## src/rtl/vga_v_timing.sv

```systemverilog
// Vertical line counter and registered sync/video decoder for 640x480@60 VGA.
// Locks to the horizontal end-of-line pulse and drops lock on a malformed stream.
module vga_v_timing #(
    parameter int H_VISIBLE = 640,
    parameter int H_FRONT   = 16,
    parameter int H_SYNC    = 96,
    parameter int H_BACK    = 48,
    parameter int V_VISIBLE = 480,
    parameter int V_FRONT   = 10,
    parameter int V_SYNC    = 2,
    parameter int V_BACK    = 33
) (
    input  logic       clk,
    input  logic       rst_n,
    input  logic [9:0] h_count,
    input  logic       trig_v,
    output logic [9:0] v_count,
    output logic       hsync,
    output logic       vsync,
    output logic       video_on,
    output logic [9:0] pixel_x,
    output logic [9:0] pixel_y,
    output logic       frame_start,
    output logic       sync_err
);

    localparam int H_TOTAL = H_VISIBLE + H_FRONT + H_SYNC + H_BACK;
    localparam int V_TOTAL = V_VISIBLE + V_FRONT + V_SYNC + V_BACK;

    localparam logic [10:0] H_TOTAL_W = 11'(H_TOTAL);
    localparam logic [9:0]  V_LAST    = 10'(V_TOTAL - 1);
    localparam logic [9:0]  H_VIS_W   = 10'(H_VISIBLE);
    localparam logic [9:0]  V_VIS_W   = 10'(V_VISIBLE);
    localparam logic [9:0]  HS_START  = 10'(H_VISIBLE + H_FRONT);
    localparam logic [9:0]  HS_END    = 10'(H_VISIBLE + H_FRONT + H_SYNC);
    localparam logic [9:0]  VS_START  = 10'(V_VISIBLE + V_FRONT);
    localparam logic [9:0]  VS_END    = 10'(V_VISIBLE + V_FRONT + V_SYNC);

    typedef enum logic {
        UNLOCKED,
        LOCKED
    } state_t;

    state_t     state, state_next;
    logic       err, lock;
    logic [9:0] v_next, v_count_next;
    logic       hsync_next, vsync_next, video_on_next, frame_start_next;
    logic [9:0] pixel_x_next, pixel_y_next;

    // NOTE: every signal gets a default at the top of the block so no path
    // leaves it unassigned; otherwise synthesis infers a latch.
    always_comb begin
        err              = 1'b0;
        lock             = 1'b0;
        v_next           = v_count;
        state_next       = state;
        v_count_next     = v_count;
        hsync_next       = 1'b1;
        vsync_next       = 1'b1;
        video_on_next    = 1'b0;
        pixel_x_next     = '0;
        pixel_y_next     = '0;
        frame_start_next = 1'b0;

        err = (trig_v && h_count != '0)
           || ({1'b0, h_count} >= H_TOTAL_W)
           || (state == LOCKED && h_count == '0 && !trig_v);
        lock = (state == UNLOCKED) && trig_v && (h_count == '0);

        if (lock)
            v_next = '0;
        else if (state == LOCKED && trig_v)
            v_next = (v_count == V_LAST) ? '0 : v_count + 10'd1;

        // An error wins over locking and leaves the line counter untouched.
        if (err) begin
            state_next = UNLOCKED;
        end else begin
            if (lock)
                state_next = LOCKED;
            v_count_next = v_next;
        end

        if (!err && state_next == LOCKED) begin
            hsync_next       = !(h_count >= HS_START && h_count < HS_END);
            vsync_next       = !(v_next >= VS_START && v_next < VS_END);
            video_on_next    = (h_count < H_VIS_W) && (v_next < V_VIS_W);
            pixel_x_next     = video_on_next ? h_count : '0;
            pixel_y_next     = video_on_next ? v_next  : '0;
            frame_start_next = trig_v && (v_next == '0);
        end
    end

    // NOTE: registers use non-blocking assignment so all state updates on an
    // edge see the pre-edge values, matching real flip-flop behaviour.
    always_ff @(posedge clk or negedge rst_n) begin
        if (!rst_n) begin
            state       <= UNLOCKED;
            v_count     <= '0;
            hsync       <= 1'b1;
            vsync       <= 1'b1;
            video_on    <= 1'b0;
            pixel_x     <= '0;
            pixel_y     <= '0;
            frame_start <= 1'b0;
            sync_err    <= 1'b0;
        end else begin
            state       <= state_next;
            v_count     <= v_count_next;
            hsync       <= hsync_next;
            vsync       <= vsync_next;
            video_on    <= video_on_next;
            pixel_x     <= pixel_x_next;
            pixel_y     <= pixel_y_next;
            frame_start <= frame_start_next;
            sync_err    <= sync_err | err;
        end
    end

endmodule

```

## config.mk

```make
export PLATFORM = sky130hd
export DESIGN_NAME = vga_v_timing
export DESIGN_NICKNAME = d
export VERILOG_FILES = /design/src/rtl/vga_v_timing.sv
export SDC_FILE = /design/constraint.sdc
export NUM_CORES = 1
export LEC_CHECK = 0
export ABC_CLOCK_PERIOD_IN_PS = 2770
export CORE_MARGIN = 2
export CORE_UTILIZATION = 49
export CTS_CLUSTER_DIAMETER = 40
export CTS_CLUSTER_SIZE = 10
export DETAILED_ROUTE_END_ITERATION = 7
export PLACE_DENSITY = 0.86
export SETUP_SLACK_MARGIN = 0.2
export SYNTH_ARGS = -nofsm -noshare
export SYNTH_HDL_FRONTEND = slang
export SYNTH_SLANG_ARGS = --single-unit
export TNS_END_PERCENT = 20
```

## constraint.sdc

```tcl
create_clock -name clk -period 2.77 [get_ports clk]
set_clock_uncertainty 0.15 [all_clocks]
set_input_delay 0.831 -clock clk [delete_from_list [all_inputs] [get_ports clk]]
set_output_delay 0.831 -clock clk [all_outputs]
set_load 0.05 [all_outputs]
```

==> results.toml <==
[critical_path]
slowest_stage = "or3_4"
critPathBufInv = 3
critPathKind = "in -> reg"
timing.critical_path.mode_cell = "or3_4"
crit_chain = "dlygate4sd2_1 > or3_4 > or3_4 > buf_4 > a21oi_4 > o311ai_4 > buf_12 > a21boi_0"
critical_path.top_delay_family = "simple AND/OR/NAND/NOR gates"
crit_arrival_ns = 2.77
worstPathMaxFanout = 7
worstSetupStartpointType = "input pin"
cp.required_ns = 2.82
endpoint_kind = "flip-flop"
critPathMaxStageDelay_ns = 0.40

[min_path]
hp-class = "reg -> reg"

[pwr]
p_per_area_nw_per_um2 = 354
p_leak_nw = 1.31
ir_worst_vdd_mv = 0.247

[synth]
ys_ff_latch = 36
synth-edff-count = 0
synth_cell_types = 52
synth_area_um2 = 1930
yosysWarnings = 0
synthFlopType = "dfrtp_1"
syn-num-nets = 213
syn_avg_cell_area_um2 = 9.76
ys_seq_area_share_pct = 46.8
syn_inst = 198
async_flop_share_pct = 100

[clock_tree]
clk_latency_ns = 0.30
cts_root_buffer = "clkbuf_8"
tritoncts = "built"
path_clk_slew_ns = 0.07
clock-sinks = 36
htreeDepth = 2
cts_hold_buf = 0
clockBufferDepth = 2
cts_buffers = 5

[grt]
overflow = 0
first_global_vias = 1827
antenna_found_initial = 0
grt_pass1_wl_um = 8880
grtUsageTotal_pct = 27.3
grt_max_degree = 37

[sta]
finalSetupViolations = 0
hold_viol = 0
max_slew.worst_pin.slew_ns = 0.573
period_share_pct = 98.1
slew_headroom_pct = 61.7
rsz0062_at_grt = "true"
min_period_ns = 2.72
max_freq_mhz = 368
slew_violations = 0
fin_setup_tns_ns = 0
whs_ns = 0.340

[die]
dieArea_um2 = 4460
dieWidth_um = 66.8
start_util_pct = 52.0
core-area_um2 = 3720
pin_count = 48
die_h_um = 66.8
row_count = 22

[routing]
drtIter0Drc = 194
drc = 0
via_per_inst = 5.95
ant_nets = 0
vias = 1983
postRouteWirelength_um = 6640
wl_per_cell_um = 19.9
dr.pass1.iters = 4

[layout]
drive_above_1_share_pct = 34.7
syn_to_final_growth_pct = 55.0
nets = 299
antennaDiodeCount = 0
final_cell_mix = "buf_4, dfrtp_1, clkdlybuf4s50_1"
final_common_cell = "buf_4"

[place]
dp_hpwl_um = 3720
port_buffers = 47
place_congestion = 0.924

[run_status]
run_status = "completed"

[flow_run]
drv_cap = 0
-- power by group --
group          internal (mW)  switching [mW]  leakage, nW
sequential             0.530         0.00629        0.488
combinational         0.0566          0.0754        0.769
clock                  0.198           0.194       0.0510
-- metal layers --
| metal | wire, um | track usage, % | part of all wire, % | up-vias |
|---|---|---|---|---|
| met4 | 211 | 12.0 | 3.2 | 0 |
| met1 | 2680 | 35.0 | 40 | 973 |
| li1 | - | - | - | 888 |
| met3 | 489 | 6.59 | 7.4 | 22 |
| met5 | 0 | 0 | 0 | - |
| met2 | 3260 | 43.8 | 49 | 100 |
-- state kept, by name, summed over array words and instances (netlist names) --
register     cells
pixel_x         10
pixel_y         10
v_count         10
frame_start      1
hsync            1
state            1
sync_err         1
video_on         1
vsync            1
-- timing repair --
action                     in CTS  in global routing
setup endpoints to repair      41                 43
cloned                          0                  1
pin swaps                       9                  7
resized for setup              39                 36
buffers inserted                5                  3
-- kinds of logic (layout without fill, tap and decap cells) --
| family | Yosys count | in the layout | share of synthesized area, % |
|---|---|---|---|
| AO/OA/AOI/OAI | 43 | 43 | 16.3 |
| buffers and inverters | 22 | 109 | 4.79 |
| AND/OR/NAND/NOR | 78 | 78 | 22.9 |
| other | 1 | 1 | 0.194 |
| multiplexers | 5 | 5 | 2.78 |
| adder cells (fa/ha/maj) | 2 | 2 | 1.30 |
| flip-flops | 36 | 36 | 46.8 |
| XOR/XNOR | 11 | 11 | 4.99 |
-- worst register-to-register path, delay by kind of cell, from the launching register on --
family,cells,cell delay [ns]
simple gates,2,0.68
flops,1,0.63
compound gates,2,0.39
mux,1,0.35
buf+inv,1,0.19
-- cells in the mapped netlist, types with 3 or more instances --
master | count | area, um2
a21boi_0 | 10 | 75.1
a21oi_1 | 3 | 15.0
clkbuf_1 | 8 | 30.0
dfrtp_1 | 34 | 851
inv_1 | 9 | 33.8
mux2_2 | 3 | 33.8
nand2_1 | 15 | 56.3
nand2b_1 | 4 | 25.0
nand3_1 | 8 | 40.0
nand4_1 | 4 | 25.0
nor2_1 | 12 | 45.0
nor3_1 | 10 | 50.1
nor4_1 | 5 | 31.3
nor4_2 | 3 | 37.5
o21ai_0 | 12 | 60.1
o31ai_1 | 3 | 22.5
or2_2 | 3 | 18.8
xnor2_1 | 8 | 70.1
xor2_1 | 3 | 26.3
-- per-stage QoR --
| step | total power, mW | cells | setup slack [ns] | utilization [%] | cell area (um2) |
|---|---|---|---|---|---|
| finish | 1.06 | 333 | 0.0532 | 80.6 | 2990 |
| floorplan | 0.593 | 198 | 0.0109 | - | 1950 |
| global placement | 0.655 | 316 | -0.501 | 72.4 | 2690 |
| CTS | 1.04 | 329 | 0.0182 | 76.8 | 2860 |
| detailed placement | 0.657 | 316 | -0.575 | 72.4 | 2690 |
| global route | 1.09 | 333 | 0.0184 | 80.6 | 2990 |
-- worst paths after layout --
path                                        start                      to  slack, ns  cells after the start
max                                    h_count[3]    pixel_x[6]$_DFF_PN0_       0.05                      8
min                            sync_err$_DFF_PN0_      sync_err$_DFF_PN0_       0.34                      1
max reg2reg                v_count[3]$_DFFE_PN0N_    pixel_x[6]$_DFF_PN0_       0.26                      6
min reg2reg                    sync_err$_DFF_PN0_      sync_err$_DFF_PN0_       0.34                      1
max in group asynchronous                   rst_n         vsync$_DFF_PN1_       1.34                      2
min in group asynchronous                   rst_n  v_count[9]$_DFFE_PN0N_       0.78                      2
-- layout make-up --
cell class              count  area [um2]
multi-input cells         140        1090
flip-flops and latches     36         903
repair buffers             92         817
fillers                   215         722
clock buffers               6        82.6
well taps                  48        60.1
inverters                   9        33.8
clock inverters             2        10.0
No activity file was read; power rests on OpenSTA's default activity.
